[config.mk]
export PLATFORM = sky130hd
export DESIGN_NAME = core_feed_ctrl
export DESIGN_NICKNAME = d
export VERILOG_FILES = /design/src/rtl/core_feed_pkg.sv /design/src/rtl/core_feed_ctrl_skid.sv /design/src/rtl/core_feed_ctrl.sv
export SDC_FILE = /design/constraint.sdc
export NUM_CORES = 1
export LEC_CHECK = 0
export BUFFER_PORTS_ARGS = -buffer_cell sky130_fd_sc_hd__buf_2
export CAP_MARGIN = 20
export CELL_PAD_IN_SITES_DETAIL_PLACEMENT = 1
export CELL_PAD_IN_SITES_GLOBAL_PLACEMENT = 2
export CORE_MARGIN = 2
export CORE_UTILIZATION = 36
export DETAILED_ROUTE_END_ITERATION = 12
export GPL_TIMING_DRIVEN = 1
export PLACE_DENSITY_LB_ADDON = 0.1
export SYNTH_ARGS = -nofsm -noshare
export SYNTH_HDL_FRONTEND = slang
export SYNTH_SLANG_ARGS = --single-unit
export TNS_END_PERCENT = 20
[constraint.sdc]
create_clock -name clk -period 13.03 [get_ports clk]
set_clock_uncertainty 0.05 [all_clocks]
set_input_delay 2.606 -clock clk [delete_from_list [all_inputs] [get_ports clk]]
set_output_delay 2.606 -clock clk [all_outputs]
set_load 0.01 [all_outputs]
[src/rtl/core_feed_pkg.sv]
// Shared constants and FSM encoding for the SRAM-to-corelet feed sequencer.
package core_feed_pkg;

  // Dataflow mode, latched at start.
  localparam logic MODE_OS = 1'b0;
  localparam logic MODE_WS = 1'b1;

  // L0 source select in weight-stationary mode, latched at start.
  localparam logic SRC_ACT = 1'b0;
  localparam logic SRC_WT  = 1'b1;

  // Sequencer states.
  typedef enum logic [1:0] {
    ST_IDLE  = 2'd0,
    ST_RUN   = 2'd1,
    ST_DRAIN = 2'd2,
    ST_DONE  = 2'd3
  } feed_state_e;

endpackage

[src/rtl/core_feed_ctrl_skid.sv]
// One-entry skid buffer placed in front of a destination that can refuse
// writes. A returning SRAM word is written straight through when the
// destination can take it, otherwise it is parked here until it can.
module feed_skid #(
  parameter int W = 32
) (
  input  logic         clk,
  input  logic         rst,
  input  logic         in_vld,
  input  logic [W-1:0] in_data,
  input  logic         full,
  output logic         wr,
  output logic [W-1:0] data,
  output logic         empty
);

  logic         vld_q, vld_d;
  logic [W-1:0] buf_q, buf_d;

  // Output selection and next skid contents. A parked word always goes out
  // before a newly returning one; the upstream issue rule never lets a new
  // word arrive while a parked word is still being refused.
  always_comb begin
    vld_d = vld_q;
    buf_d = buf_q;
    wr    = (vld_q | in_vld) & ~full;
    data  = '0;
    if (vld_q) begin
      data = buf_q;
    end else if (in_vld) begin
      data = in_data;
    end
    if (vld_q) begin
      if (!full) begin
        // Parked word accepted; a simultaneous return takes its place.
        vld_d = in_vld;
        if (in_vld) begin
          buf_d = in_data;
        end
      end
    end else if (in_vld && full) begin
      vld_d = 1'b1;
      buf_d = in_data;
    end
  end

  assign empty = ~vld_q;

  // Skid register.
  always_ff @(posedge clk or posedge rst) begin
    if (rst) begin
      vld_q <= 1'b0;
      buf_q <= '0;
    end else begin
      vld_q <= vld_d;
      buf_q <= buf_d;
    end
  end

endmodule

[src/rtl/core_feed_ctrl.sv]
// SRAM-to-corelet feed sequencer. On start, reads len consecutive words from
// the activation/weight SRAM pair and writes them into L0 and/or the IFIFO
// depending on the latched dataflow mode, absorbing destination back-pressure
// with one skid entry per destination.
//
// Handshake: a destination write happens in any cycle where <dst>_wr is high;
// <dst>_wr is only ever high while <dst>_full is low, so every strobe is an
// accepted word. SRAM reads are issued with an active-low cen_* and data
// returns on q_* exactly one cycle later.
module core_feed_ctrl
  import core_feed_pkg::*;
#(
  parameter int BW     = 4,
  parameter int ROW    = 8,
  parameter int COL    = 8,
  parameter int ADDR_W = 11,
  parameter int CNT_W  = 12
) (
  input  logic              clk,
  input  logic              reset,
  input  logic              start,
  input  logic              mode,
  input  logic              data_mode,
  input  logic [ADDR_W-1:0] base_addr,
  input  logic [CNT_W-1:0]  len,
  output logic              busy,
  output logic              done,
  output logic              cen_act,
  output logic              cen_wt,
  output logic [ADDR_W-1:0] sram_a,
  input  logic [BW*ROW-1:0] q_act,
  input  logic [BW*COL-1:0] q_wt,
  output logic [BW*ROW-1:0] l0_in,
  output logic              l0_wr,
  input  logic              l0_full,
  output logic [BW*COL-1:0] ififo_in,
  output logic              ififo_wr,
  input  logic              ififo_full,
  output logic [1:0]        state_dbg
);

  localparam int L0_W = BW * ROW;
  localparam int IF_W = BW * COL;

  feed_state_e       state_q, state_d;
  logic              mode_q, mode_d;
  logic              dmode_q, dmode_d;
  logic [ADDR_W-1:0] base_q, base_d;
  logic [CNT_W-1:0]  len_q, len_d;
  logic [CNT_W-1:0]  issued_q, issued_d;
  logic [CNT_W-1:0]  l0_cnt_q, l0_cnt_d;
  logic [CNT_W-1:0]  if_cnt_q, if_cnt_d;
  logic              ret_vld_q, ret_vld_d;

  logic              os_act;
  logic              issue;
  logic              l0_skid_empty;
  logic              if_skid_empty;
  logic              if_in_vld;
  logic [L0_W-1:0]   wt_as_l0;
  logic [L0_W-1:0]   l0_src;

  assign os_act    = (mode_q == MODE_OS);
  assign state_dbg = state_q;

  // Weight words can only feed L0 when the two word widths agree.
  generate
    if (ROW == COL) begin : g_wt_to_l0
      assign wt_as_l0 = q_wt;
    end else begin : g_no_wt_to_l0
      assign wt_as_l0 = '0;
    end
  endgenerate

  // Read issue: only while words remain and every active destination could
  // take a word that returns next cycle without needing its skid twice.
  always_comb begin
    issue = 1'b0;
    if (state_q == ST_RUN && issued_q != len_q && l0_skid_empty && !l0_full) begin
      issue = os_act ? (if_skid_empty && !ififo_full) : 1'b1;
    end
  end

  // SRAM side: chip enables per active source, shared address wraps naturally.
  always_comb begin
    cen_act = 1'b1;
    cen_wt  = 1'b1;
    sram_a  = '0;
    if (issue) begin
      cen_act = ~(os_act || dmode_q == SRC_ACT);
      cen_wt  = ~(os_act || dmode_q == SRC_WT);
      sram_a  = base_q + issued_q[ADDR_W-1:0];
    end
  end

  // L0 source select: OS always takes activations, WS follows data_mode.
  always_comb begin
    l0_src = q_act;
    if (!os_act && dmode_q == SRC_WT) begin
      l0_src = wt_as_l0;
    end
  end

  assign if_in_vld = ret_vld_q & os_act;

  feed_skid #(.W(L0_W)) u_l0_skid (
    .clk     (clk),
    .rst     (reset),
    .in_vld  (ret_vld_q),
    .in_data (l0_src),
    .full    (l0_full),
    .wr      (l0_wr),
    .data    (l0_in),
    .empty   (l0_skid_empty)
  );

  feed_skid #(.W(IF_W)) u_if_skid (
    .clk     (clk),
    .rst     (reset),
    .in_vld  (if_in_vld),
    .in_data (q_wt),
    .full    (ififo_full),
    .wr      (ififo_wr),
    .data    (ififo_in),
    .empty   (if_skid_empty)
  );

  // Next-state, counters and status outputs.
  always_comb begin
    state_d   = state_q;
    mode_d    = mode_q;
    dmode_d   = dmode_q;
    base_d    = base_q;
    len_d     = len_q;
    issued_d  = issued_q + CNT_W'(issue);
    l0_cnt_d  = l0_cnt_q + CNT_W'(l0_wr);
    if_cnt_d  = if_cnt_q + CNT_W'(ififo_wr);
    ret_vld_d = issue;
    busy      = (state_q != ST_IDLE);
    done      = 1'b0;
    case (state_q)
      ST_IDLE: begin
        if (start) begin
          mode_d   = mode;
          dmode_d  = data_mode;
          base_d   = base_addr;
          len_d    = len;
          issued_d = '0;
          l0_cnt_d = '0;
          if_cnt_d = '0;
          state_d  = (len == '0) ? ST_DONE : ST_RUN;
        end
      end
      ST_RUN: begin
        if (issued_d == len_q) begin
          state_d = ST_DRAIN;
        end
      end
      ST_DRAIN: begin
        // A word is complete only once every active copy has been written.
        if (l0_cnt_d == len_q && (!os_act || if_cnt_d == len_q)) begin
          state_d = ST_DONE;
        end
      end
      ST_DONE: begin
        done    = 1'b1;
        state_d = ST_IDLE;
      end
      default: begin
        state_d = ST_IDLE;
      end
    endcase
  end

  // State and transfer bookkeeping registers.
  always_ff @(posedge clk or posedge reset) begin
    if (reset) begin
      state_q   <= ST_IDLE;
      mode_q    <= MODE_OS;
      dmode_q   <= SRC_ACT;
      base_q    <= '0;
      len_q     <= '0;
      issued_q  <= '0;
      l0_cnt_q  <= '0;
      if_cnt_q  <= '0;
      ret_vld_q <= 1'b0;
    end else begin
      state_q   <= state_d;
      mode_q    <= mode_d;
      dmode_q   <= dmode_d;
      base_q    <= base_d;
      len_q     <= len_d;
      issued_q  <= issued_d;
      l0_cnt_q  <= l0_cnt_d;
      if_cnt_q  <= if_cnt_d;
      ret_vld_q <= ret_vld_d;
    end
  end

endmodule

==> flow_summary.ini <==
[yosys]
synth_compound_gate_area_share = 0.1328
syn-num-nets = 936
netlist_area_um2 = 7687
synth_top_family_by_area = simple AND/OR/NAND/NOR gates
synthTopCellsByCount = nand2_1, dfrtp_1, o21ai_0
yosys_register_bits = 130
synth_most_common_cell = nand2_1
synth-async-reset-ratio = 1.000
synth_seq_area_share = 0.4232
synth_warnings = 0
syn_avg_cell_area_um2 = 9.375
synthMuxAreaShare = 0.09115
synth_top_area_frac = 0.4232
yosys_most_used_dff = dfrtp_1
yosysTopAreaCell = dfrtp_1
synth-xor-area-share = 0.09961
synth_edf_count = 0
synth_cell_types = 63
synth_area_leaders = dfrtp_1, nand2_1, xnor2_1, o21ai_0, mux2_2
syn_inst = 820
yosys.area_share.adder = 0.03678
synth_simple_gate_area_frac = 0.1818

[cts]
path_clk_slew_ps = 60
clkLatencyLatePin_ps = 420
cts_root_buf = clkbuf_16
cts_buffers = 17
cts_tree = done
cts_resized = 0
htreeDepth = 4
post_cts.repair.setup_buffers = 0
clockBufferDepth = 2
cts_hold_buf = 0
cts_sinks = 130

[global_route]
grt-busiest-layer = met2
use_met1 = 0.2666
grt_pass1_wl_mm = 35.71
grtUsageTotal = 0.2023
met3_usage = 0.02970
grt_max_degree = 74
use_met2 = 0.3457
grt_pass1_vias = 6859
antenna_found_initial = 0
overflow = 0

[drt]
first_pass_iters = 4
drt-initial-drc-count = 272
drt_drc_violations_left = 0
drt_wl_total_mm = 22.21
vias = 6500
final_antenna_net_count = 0
wl_per_cell_um = 17.65
avgViaCountPerCell = 5.167

[placement]
io_buffer_count = 176
place_ws_ps = 6052
dp_hpwl_mm = 16.11
gp_congestion = 0.8041

[worst_setup_path]
slowest_stage = o211ai_1
cp_num_buf_inv = 2
r2r-start = state_dbg[1]$_DFFE_PP0P_
worstPathMaxFanout = 10
cp.arrival_ps = 4260
cp_slowest_stage_delay_ps = 750
cpLargestDelayFamily = compound AO/OA/AOI/OAI gates
worstReg2RegEnd = state_dbg[1]$_DFFE_PP0P_
path_class = input port to primary output
startpoint_type = input port
worstPathRequired_ps = 10370
worstPathCellList = buf_2, nor2_1, o211ai_1, nor2_1, and2_1, buf_2
crit_start = ififo_full
cp-end-kind = primary output
crit_end = sram_a[0]
r2r_cells = 13
r2r_slack_ps = 8820
cp.depth = 6

[timing]
period_minus_slack_ps = 6915
final-max-slew-violation-count = 0
finalSetupViolations = 0
fin_crit_sh = 0.5307
rsz0062_at_grt = false
finalSetupTns_ps = 0
postLayoutSetupSlackWorst_ps = 6115
worst_pin_slew_ps = 1091
fmaxAchievable_mhz = 144.6
worst_slew_margin_rel = 0.2701
hold_viol = 0

[pwr]
seqPwrFrac = 0.427
internal-power_uw = 735.9
clkPwrFrac = 0.533
power_density_nw_per_um2 = 100.8
p_leak_uw = 0.004909
switching_power_uw = 214.2
ir_drop_mv = 0.08723
comb_power_share = 0.040
switching_share = 0.2255

[layout]
fillerInstances = 2453
drive_above_1_share = 0.2716
antenna_cells = 0
syn_to_final_growth_pct = 22.66
finalNetCount = 1086

[die]
dieHeight_um = 150.1
ios = 177
core-area_um2 = 21020
initial_utilization = 0.3657
die_x_um = 150.1
dieArea_um2 = 22540
rows = 53

[status]
status = completed

[flow_run]
cap_violations = 0

[min_path]
hp-class = flop to flop
==> worst min path at each step <==
| stage | endpoint | cells past startpoint | startpoint |
|---|---|---|---|
| 2_1_floorplan | u_l0_skid.buf_q[0]$_DFFE_PP0P_ | 2 | u_l0_skid.buf_q[0]$_DFFE_PP0P_ |
| 3_3_place_gp | u_l0_skid.buf_q[24]$_DFFE_PP0P_ | 2 | u_l0_skid.buf_q[24]$_DFFE_PP0P_ |
| 3_5_place_dp | u_l0_skid.buf_q[9]$_DFFE_PP0P_ | 2 | u_l0_skid.buf_q[9]$_DFFE_PP0P_ |
| 4_1_cts | u_l0_skid.buf_q[27]$_DFFE_PP0P_ | 2 | u_l0_skid.buf_q[27]$_DFFE_PP0P_ |
| 5_1_grt | u_l0_skid.buf_q[27]$_DFFE_PP0P_ | 2 | u_l0_skid.buf_q[27]$_DFFE_PP0P_ |
| 6_report | u_l0_skid.buf_q[27]$_DFFE_PP0P_ | 2 | u_l0_skid.buf_q[27]$_DFFE_PP0P_ |
==> registers in the layout, indices dropped and copies added, names as in the netlist <==
signal,cells
base_q,11
dmode_q,1
if_cnt_q,12
issued_q,12
l0_cnt_q,12
len_q,12
mode_q,1
ret_vld_q,1
state_dbg,2
u_if_skid.buf_q,32
u_if_skid.vld_q,1
u_l0_skid.buf_q,32
u_l0_skid.vld_q,1
==> cells in the final DEF, fill, tap and decap left out, types with 3 or more instances in the layout <==
cell and instances:
dfrtp_1 130, a21oi_1 9, and3_1 5, a31oi_1 5, a21o_1 4, ha_1 21, or3_1 3, a41oi_1 5
clkinv_4 3, and2_1 8, a22o_1 32, mux2_2 32, a2111o_1 3, xnor3_1 6, buf_2 176, bufinv_16 3
o211ai_1 3, nor2_1 58, xnor2_1 47, nand3_1 17, o21ai_0 74, buf_4 6, nand4_1 8, mux2i_1 34
nor3_1 17, nand2b_1 3, xor2_1 25, nor4_1 4, nor2b_1 5, inv_1 13, clkbuf_16 17, nand2_1 152
inv_6 3
==> routing by layer <==
metal  part of all wire  vias to the layer above  routed length, µm
li1                   -                     3143                  -
met1               0.46                     3185              10260
met3              0.040                       23                898
met5                  0                        -                  0
met2               0.48                      149              10710
met4              0.015                        0                334
==> cell families (layout without fill, tap and decap cells) <==
kind of cell	Yosys count	count (layout)
mux	66	66
flops	130	130
compound gates	154	154
simple gates	303	303
xor+xnor	78	78
fa+ha+maj	22	22
buf+inv	67	230
==> worst min-delay path: stages (launching register included) <==
cell and delay [ps]:
dfrtp_1 340, nand2_1 40, o21ai_0 60
==> area by class of cell <==
cell class / count / area [µm²] / area share
well taps: 275 / 344.1 / 0.03649
inverters: 14 / 55.05 / 0.005839
clock inverters: 13 / 173.9 / 0.01844
flip-flops and latches: 130 / 3253 / 0.3450
repair buffers: 184 / 973.4 / 0.1032
multi-input cells: 623 / 4177 / 0.4429
clock buffers: 19 / 452.9 / 0.04804
==> through the flow <==
stage | area, µm² | total power [µW] | hold slack [ps] | instances | util
finish | 9429 | 950.1 | 429.6 | 1258 | 0.4485
global route | 9429 | 986.1 | 453.8 | 1258 | 0.4485
CTS | 9374 | 963.7 | 434.1 | 1255 | 0.4459
detailed placement | 8747 | 452.1 | 420.8 | 1223 | 0.4161
global placement | 8747 | 451.0 | 412.2 | 1223 | 0.4161
floorplan | 7687 | 428.1 | 399.7 | 820 | -
==> power by group through the flow <==
stage / Combinational, µW / Clock [µW] / Sequential (µW)
2_1_floorplan: 15.2 / 0 / 413
4_1_cts: 39.3 / 519 / 406
5_1_grt: 43.2 / 537 / 405
3_5_place_dp: 39.2 / 0 / 413
3_3_place_gp: 38.1 / 0 / 413
6_report: 38.0 / 506 / 406
Note: power is estimated with default switching activity, not from simulation.
